<file path="src/rtl/doorlock_pkg.sv">
// Shared constants, LED mode encodings and FSM state type for the door lock.
package doorlock_pkg;

    localparam logic [3:0] KEY_STAR = 4'hA;
    localparam logic [3:0] KEY_HASH = 4'hB;

    localparam logic [1:0] LED_ENT  = 2'd0;
    localparam logic [1:0] LED_OPEN = 2'd1;
    localparam logic [1:0] LED_DONE = 2'd2;
    localparam logic [1:0] LED_SET  = 2'd3;

    typedef enum logic [2:0] {
        S_ENT  = 3'd0,
        S_OPEN = 3'd1,
        S_SET  = 3'd2,
        S_DONE = 3'd3,
        S_LOCK = 3'd4
    } state_t;

    function automatic int max3(input int a, input int b, input int c);
        int m;
        m = (a > b) ? a : b;
        return (m > c) ? m : c;
    endfunction

endpackage

</file>
<file path="src/rtl/doorlock_timer.sv">
// Loadable down-counter; done_o is high during the last cycle of a loaded interval,
// so a state entered together with the load lasts exactly val_i cycles.
module doorlock_timer #(
    parameter int WIDTH = 9
) (
    input  logic             clk_i,
    input  logic             rst_i,
    input  logic             load_i,
    input  logic [WIDTH-1:0] val_i,
    output logic             done_o
);

    logic [WIDTH-1:0] cnt_q;
    logic [WIDTH-1:0] cnt_d;

    always_comb begin
        cnt_d = cnt_q;
        if (load_i) begin
            cnt_d = val_i;
        end else if (cnt_q != '0) begin
            cnt_d = cnt_q - WIDTH'(1);
        end
    end

    always_ff @(posedge clk_i) begin
        if (rst_i) begin
            cnt_q <= '0;
        end else begin
            cnt_q <= cnt_d;
        end
    end

    assign done_o = (cnt_q == WIDTH'(1));

endmodule

</file>
<file path="src/rtl/doorlock_ctrl.sv">
// Door lock sequencer: keypad digit collection, passcode compare/change,
// timed unlock window and lockout after repeated failures.
module doorlock_ctrl #(
    parameter int                    CODE_LEN     = 4,
    parameter int                    OPEN_TICKS   = 50,
    parameter int                    DONE_TICKS   = 20,
    parameter int                    MAX_FAIL     = 3,
    parameter int                    LOCK_TICKS   = 300,
    parameter logic [4*CODE_LEN-1:0] DEFAULT_CODE = '0
) (
    input  logic       clk_10hz_i,
    input  logic       rst_i,
    input  logic       key_valid_i,
    input  logic [3:0] key_code_i,
    output logic [1:0] led_sig_o,
    output logic       unlock_o,
    output logic       alarm_o
);

    import doorlock_pkg::*;

    localparam int BW = 4 * CODE_LEN;
    localparam int CW = $clog2(CODE_LEN + 1);
    localparam int FW = $clog2(MAX_FAIL + 1);
    localparam int TW = $clog2(max3(OPEN_TICKS, DONE_TICKS, LOCK_TICKS) + 1);

    state_t          state_q, state_d;
    logic [BW-1:0]   buf_q, buf_d;
    logic [CW-1:0]   cnt_q, cnt_d;
    logic [FW-1:0]   fail_q, fail_d;
    logic [BW-1:0]   code_q, code_d;
    logic [FW-1:0]   fail_inc;
    logic            is_digit, is_star, is_hash;
    logic            cnt_full, code_match;
    logic            tmr_load, tmr_done;
    logic [TW-1:0]   tmr_val;

    assign is_digit   = key_valid_i && (key_code_i <= 4'd9);
    assign is_star    = key_valid_i && (key_code_i == KEY_STAR);
    assign is_hash    = key_valid_i && (key_code_i == KEY_HASH);
    assign cnt_full   = (cnt_q == CW'(CODE_LEN));
    assign code_match = cnt_full && (buf_q == code_q);
    assign fail_inc   = fail_q + FW'(1);

    // State register
    always_ff @(posedge clk_10hz_i) begin
        if (rst_i) begin
            state_q <= S_ENT;
        end else begin
            state_q <= state_d;
        end
    end

    // Next-state logic
    always_comb begin
        state_d = state_q;
        case (state_q)
            S_ENT: begin
                if (is_hash) begin
                    if (code_match) begin
                        state_d = S_OPEN;
                    end else if (fail_inc == FW'(MAX_FAIL)) begin
                        state_d = S_LOCK;
                    end
                end
            end
            S_OPEN: begin
                if (is_star) begin
                    state_d = S_SET;
                end else if (tmr_done) begin
                    state_d = S_ENT;
                end
            end
            S_SET: begin
                if (is_hash && cnt_full) begin
                    state_d = S_DONE;
                end else if (is_star) begin
                    state_d = S_ENT;
                end
            end
            S_DONE, S_LOCK: begin
                if (tmr_done) begin
                    state_d = S_ENT;
                end
            end
            default: state_d = S_ENT;
        endcase
    end

    // Output decode
    always_comb begin
        led_sig_o = LED_ENT;
        unlock_o  = 1'b0;
        alarm_o   = 1'b0;
        case (state_q)
            S_OPEN:  begin led_sig_o = LED_OPEN; unlock_o = 1'b1; end
            S_SET:   led_sig_o = LED_SET;
            S_DONE:  led_sig_o = LED_DONE;
            S_LOCK:  alarm_o   = 1'b1;
            default: led_sig_o = LED_ENT;
        endcase
    end

    // Buffer, digit counter, fail counter and stored code
    always_comb begin
        buf_d  = buf_q;
        cnt_d  = cnt_q;
        fail_d = fail_q;
        code_d = code_q;
        if (state_d != state_q) begin
            buf_d = '0;
            cnt_d = '0;
        end else if (state_q == S_ENT || state_q == S_SET) begin
            if (is_digit && !cnt_full) begin
                buf_d = {buf_q[BW-5:0], key_code_i};
                cnt_d = cnt_q + CW'(1);
            end else if (is_star || is_hash) begin
                // A rejected attempt starts the next one from an empty buffer
                buf_d = '0;
                cnt_d = '0;
            end
        end
        if (state_q == S_ENT && is_hash) begin
            fail_d = code_match ? '0 : fail_inc;
        end
        if (state_q == S_LOCK && state_d == S_ENT) begin
            fail_d = '0;
        end
        if (state_q == S_SET && state_d == S_DONE) begin
            code_d = buf_q;
        end
    end

    always_ff @(posedge clk_10hz_i) begin
        if (rst_i) begin
            buf_q  <= '0;
            cnt_q  <= '0;
            fail_q <= '0;
            code_q <= DEFAULT_CODE;
        end else begin
            buf_q  <= buf_d;
            cnt_q  <= cnt_d;
            fail_q <= fail_d;
            code_q <= code_d;
        end
    end

    always_comb begin
        tmr_load = 1'b0;
        tmr_val  = '0;
        if (state_d != state_q) begin
            case (state_d)
                S_OPEN:  begin tmr_load = 1'b1; tmr_val = TW'(OPEN_TICKS); end
                S_DONE:  begin tmr_load = 1'b1; tmr_val = TW'(DONE_TICKS); end
                S_LOCK:  begin tmr_load = 1'b1; tmr_val = TW'(LOCK_TICKS); end
                default: tmr_load = 1'b0;
            endcase
        end
    end

    doorlock_timer #(
        .WIDTH (TW)
    ) u_timer (
        .clk_i  (clk_10hz_i),
        .rst_i  (rst_i),
        .load_i (tmr_load),
        .val_i  (tmr_val),
        .done_o (tmr_done)
    );

endmodule

</file>
<file path="config.mk">
export PLATFORM = sky130hd
export DESIGN_NAME = doorlock_ctrl
export DESIGN_NICKNAME = d
export VERILOG_FILES = /design/src/rtl/doorlock_pkg.sv /design/src/rtl/doorlock_timer.sv /design/src/rtl/doorlock_ctrl.sv
export SDC_FILE = /design/constraint.sdc
export NUM_CORES = 1
export LEC_CHECK = 0
export ABC_AREA = 1
export BUFFER_PORTS_ARGS = -buffer_cell sky130_fd_sc_hd__buf_2
export CAP_MARGIN = 10
export CORE_ASPECT_RATIO = 1.5
export CORE_MARGIN = 5
export CORE_UTILIZATION = 60
export DETAILED_ROUTE_END_ITERATION = 8
export PLACE_DENSITY = 0.83
export SYNTH_ARGS = -nofsm -noshare
export SYNTH_HDL_FRONTEND = slang
export SYNTH_SLANG_ARGS = --single-unit
</file>
<file path="constraint.sdc">
create_clock -name clk_10hz_i -period 2.91 [get_ports clk_10hz_i]
set_clock_uncertainty 0.2 [all_clocks]
set_input_delay 0.582 -clock clk_10hz_i [delete_from_list [all_inputs] [get_ports clk_10hz_i]]
set_output_delay 0.582 -clock clk_10hz_i [all_outputs]
set_load 0.03 [all_outputs]
</file>
==> impl_metrics.env <==
export IMPL_drc=0
export IMPL_finalWeightedCongestion=0.913
export IMPL_ant_nets=0
export IMPL_viasPerCell=5.37
export IMPL_arrival_ns=2.38
export IMPL_setup_viol=0
export IMPL_cts_hold_buf=0
export IMPL_crit_slowest_cell="dfxtp_1"
export IMPL_cts_made_buffers=5
export IMPL_cpMostUsedCell="nand3_4"
export IMPL_cp_cell_sequence="inv_1, ha_1, nand2_1, nor2_1, nand3_1, nor2_2, nand3_4, nand3_4, nand2_4, nor2_4, nand3_4, nor2_1"
export IMPL_yosys_register_bits=49
export IMPL_yosysWarnings=0
export IMPL_die_x_um=65.1
export IMPL_finalMaxSlewViolations=0
export IMPL_critical_path_buf_inv_count=1
export IMPL_antenna_found_initial=0
export IMPL_relSlewSlack_pct=64.2
export IMPL_finalNetCount=412
export IMPL_rsz0062_at_grt="false"
export IMPL_finalCritPeriodShare_pct=80.6
export IMPL_drv_cap=0
export IMPL_timing_fmax_mhz=426
export IMPL_slowest_delay_ns=0.34
export IMPL_worst_path_max_fanout=19
export IMPL_synth_top_area_cell="dfxtp_1"
export IMPL_status="finished clean"
export IMPL_tightest_slew_ns=0.534
export IMPL_grt_pass1_wl_um=10300
export IMPL_ir_worst_vdd_uv=346
export IMPL_drt_iter0_drc=147
export IMPL_crit_required_ns=2.95
export IMPL_cp_start_kind="flip-flop"
export IMPL_async_reset_ff_share_pct=0
export IMPL_num_fill_cells=406
export IMPL_die_y_um=92.6
export IMPL_drive_gt1_share_pct=15.5
export IMPL_numPortBuffers=10
export IMPL_netlist_instances=387
export IMPL_dp_hpwl_um=4390
export IMPL_synth_top_flop_cell="dfxtp_1"
export IMPL_p_leak_nw=1.31
export IMPL_initial_core_util_pct=61.1
export IMPL_synth_avg_cell_area_um2=7.06
export IMPL_synth_nets=400
export IMPL_netlist_area_leader_share_pct=35.9
export IMPL_hold_ws_ns=0.271
export IMPL_p_per_area_nw_per_um2=564
export IMPL_cp_top_family="simple AND/OR/NAND/NOR gates"
export IMPL_worstSetupPathType="flip-flop to flip-flop"
export IMPL_max_clock_path_buffers=2
export IMPL_core_um2=4470
export IMPL_track_usage_pct=21.4
export IMPL_final_util_pct=65.4
export IMPL_cts_resized=0
export IMPL_clk_latency_ns=0.31
export IMPL_hold_viol=0
export IMPL_num_vias=2406
export IMPL_fin_crit_ns=2.35
export IMPL_yosysSeqAreaShare_pct=35.9
export IMPL_diodes=0
export IMPL_cts_sinks=49
export IMPL_dieArea_um2=6030
export IMPL_wl_um=5780
export IMPL_htreeDepth=2
export IMPL_avgRoutedWirePerCell_um=12.9
export IMPL_design_area_um2=2920
export IMPL_path_clk_slew_ns=0.10
export IMPL_cp_end_kind="flip-flop"
export IMPL_post_cts_buffers=0
export IMPL_first_pass_iters=4
export IMPL_fin_tns_setup_ns=0
export IMPL_synth_cell_area_um2=2730
export IMPL_hold_class="flip-flop to flip-flop"
export IMPL_cts_tree="done"
export IMPL_io_pins=11
export IMPL_ys_types=33
export IMPL_grt_pass1_vias=2353
export IMPL_overflow=0
export IMPL_rows=30
export IMPL_area_growth_syn_to_layout_pct=6.92
export IMPL_synth_edf_count=0
export IMPL_grt_max_degree=24
export IMPL_dpl_cell_area_um2=2820
export IMPL_cts_root_buffer="clkbuf_8"
export IMPL_synth_top_cells_by_area="dfxtp_1 (36%), nand2_1 (12%), inv_1 (6.7%)"
-- per-layer routing --
metal / wire (um) / global-route usage [%]
met1: 2320 / 23.4
met2: 3160 / 39.5
met3: 205 / 4.13
met4: 100 / 8.65
met5: 0 / 0
-- worst min-delay path: stages, from the launching register on --
cell and delay [ns]:
dfxtp_1 0.32, inv_1 0.06, a21oi_1 0.05
-- flip-flops by register name, summed over array words and instances, names as in the netlist --
name,count
fail_q,2
code_q,16
cnt_q,3
state_q,3
buf_q,16
u_timer.cnt_q,9
-- cell usage in the layout (no fill, tap or decap), types with 9 or more instances in the layout --
cell | Yosys | final
a21oi_1 | 26 | 26
a22oi_1 | 17 | 17
buf_2 | 1 | 10
dfxtp_1 | 49 | 49
inv_1 | 49 | 49
inv_2 | 16 | 16
nand2_1 | 88 | 88
nand3_1 | 13 | 13
nand4_1 | 9 | 9
nor2_1 | 38 | 38
nor2_4 | 14 | 14
o21ai_0 | 18 | 17
-- area by class of cell --
type / instances / area (um^2) / share of cell area, %
Clock inverter: 2 / 17.5 / 0.600
Timing Repair Buffer: 14 / 80.1 / 2.74
Clock buffer: 6 / 82.6 / 2.83
Inverter: 66 / 248 / 8.48
Sequential cell: 49 / 981 / 33.6
Multi-Input combinational cell: 263 / 1450 / 49.7
Tap cell: 48 / 60.1 / 2.06
-- synthesized netlist by cell type, types with 7 or more instances --
cell and n:
o21ai_0 18, nor2_1 38, nand4_1 9, inv_2 16
nand2_1 88, nor2_4 14, a22oi_1 17, a21oi_1 26
dfxtp_1 49, inv_1 49, clkbuf_1 7, nand3_1 13
-- cells by family after synthesis --
logic type / Yosys count / share of synthesized area [%]
compound gates: 66 / 14.2
fa+ha+maj: 6 / 2.75
buf+inv: 75 / 10.9
xor+xnor: 8 / 2.57
simple gates: 183 / 33.6
flops: 49 / 35.9
-- path summary, 6_finish.rpt --
check / end / slack [ns] / cells after the start / startpoint
worst max-delay path: buf_q[0] / 0.56 / 12 / cnt_q[0]
worst min-delay path: code_q[12] / 0.27 / 2 / code_q[12]
worst max register to register: buf_q[0] / 0.56 / 12 / cnt_q[0]
worst min register to register: code_q[12] / 0.27 / 2 / code_q[12]
-- metrics by stage --
stage	total power [mW]	cells	setup slack, ns
3_5_place_dp	1.22	440	0.454
6_report	1.65	448	0.564
2_1_floorplan	1.13	387	0.820
4_1_cts	1.65	448	0.548
5_1_grt	1.76	448	0.371
3_3_place_gp	1.21	440	0.506
-- power by group --
group          switching, mW  internal [mW]
registers             0.0329          0.718
logic                  0.272          0.180
clock network          0.246          0.198
total                  0.551           1.10
Note: power is estimated with default switching activity, not from simulation.
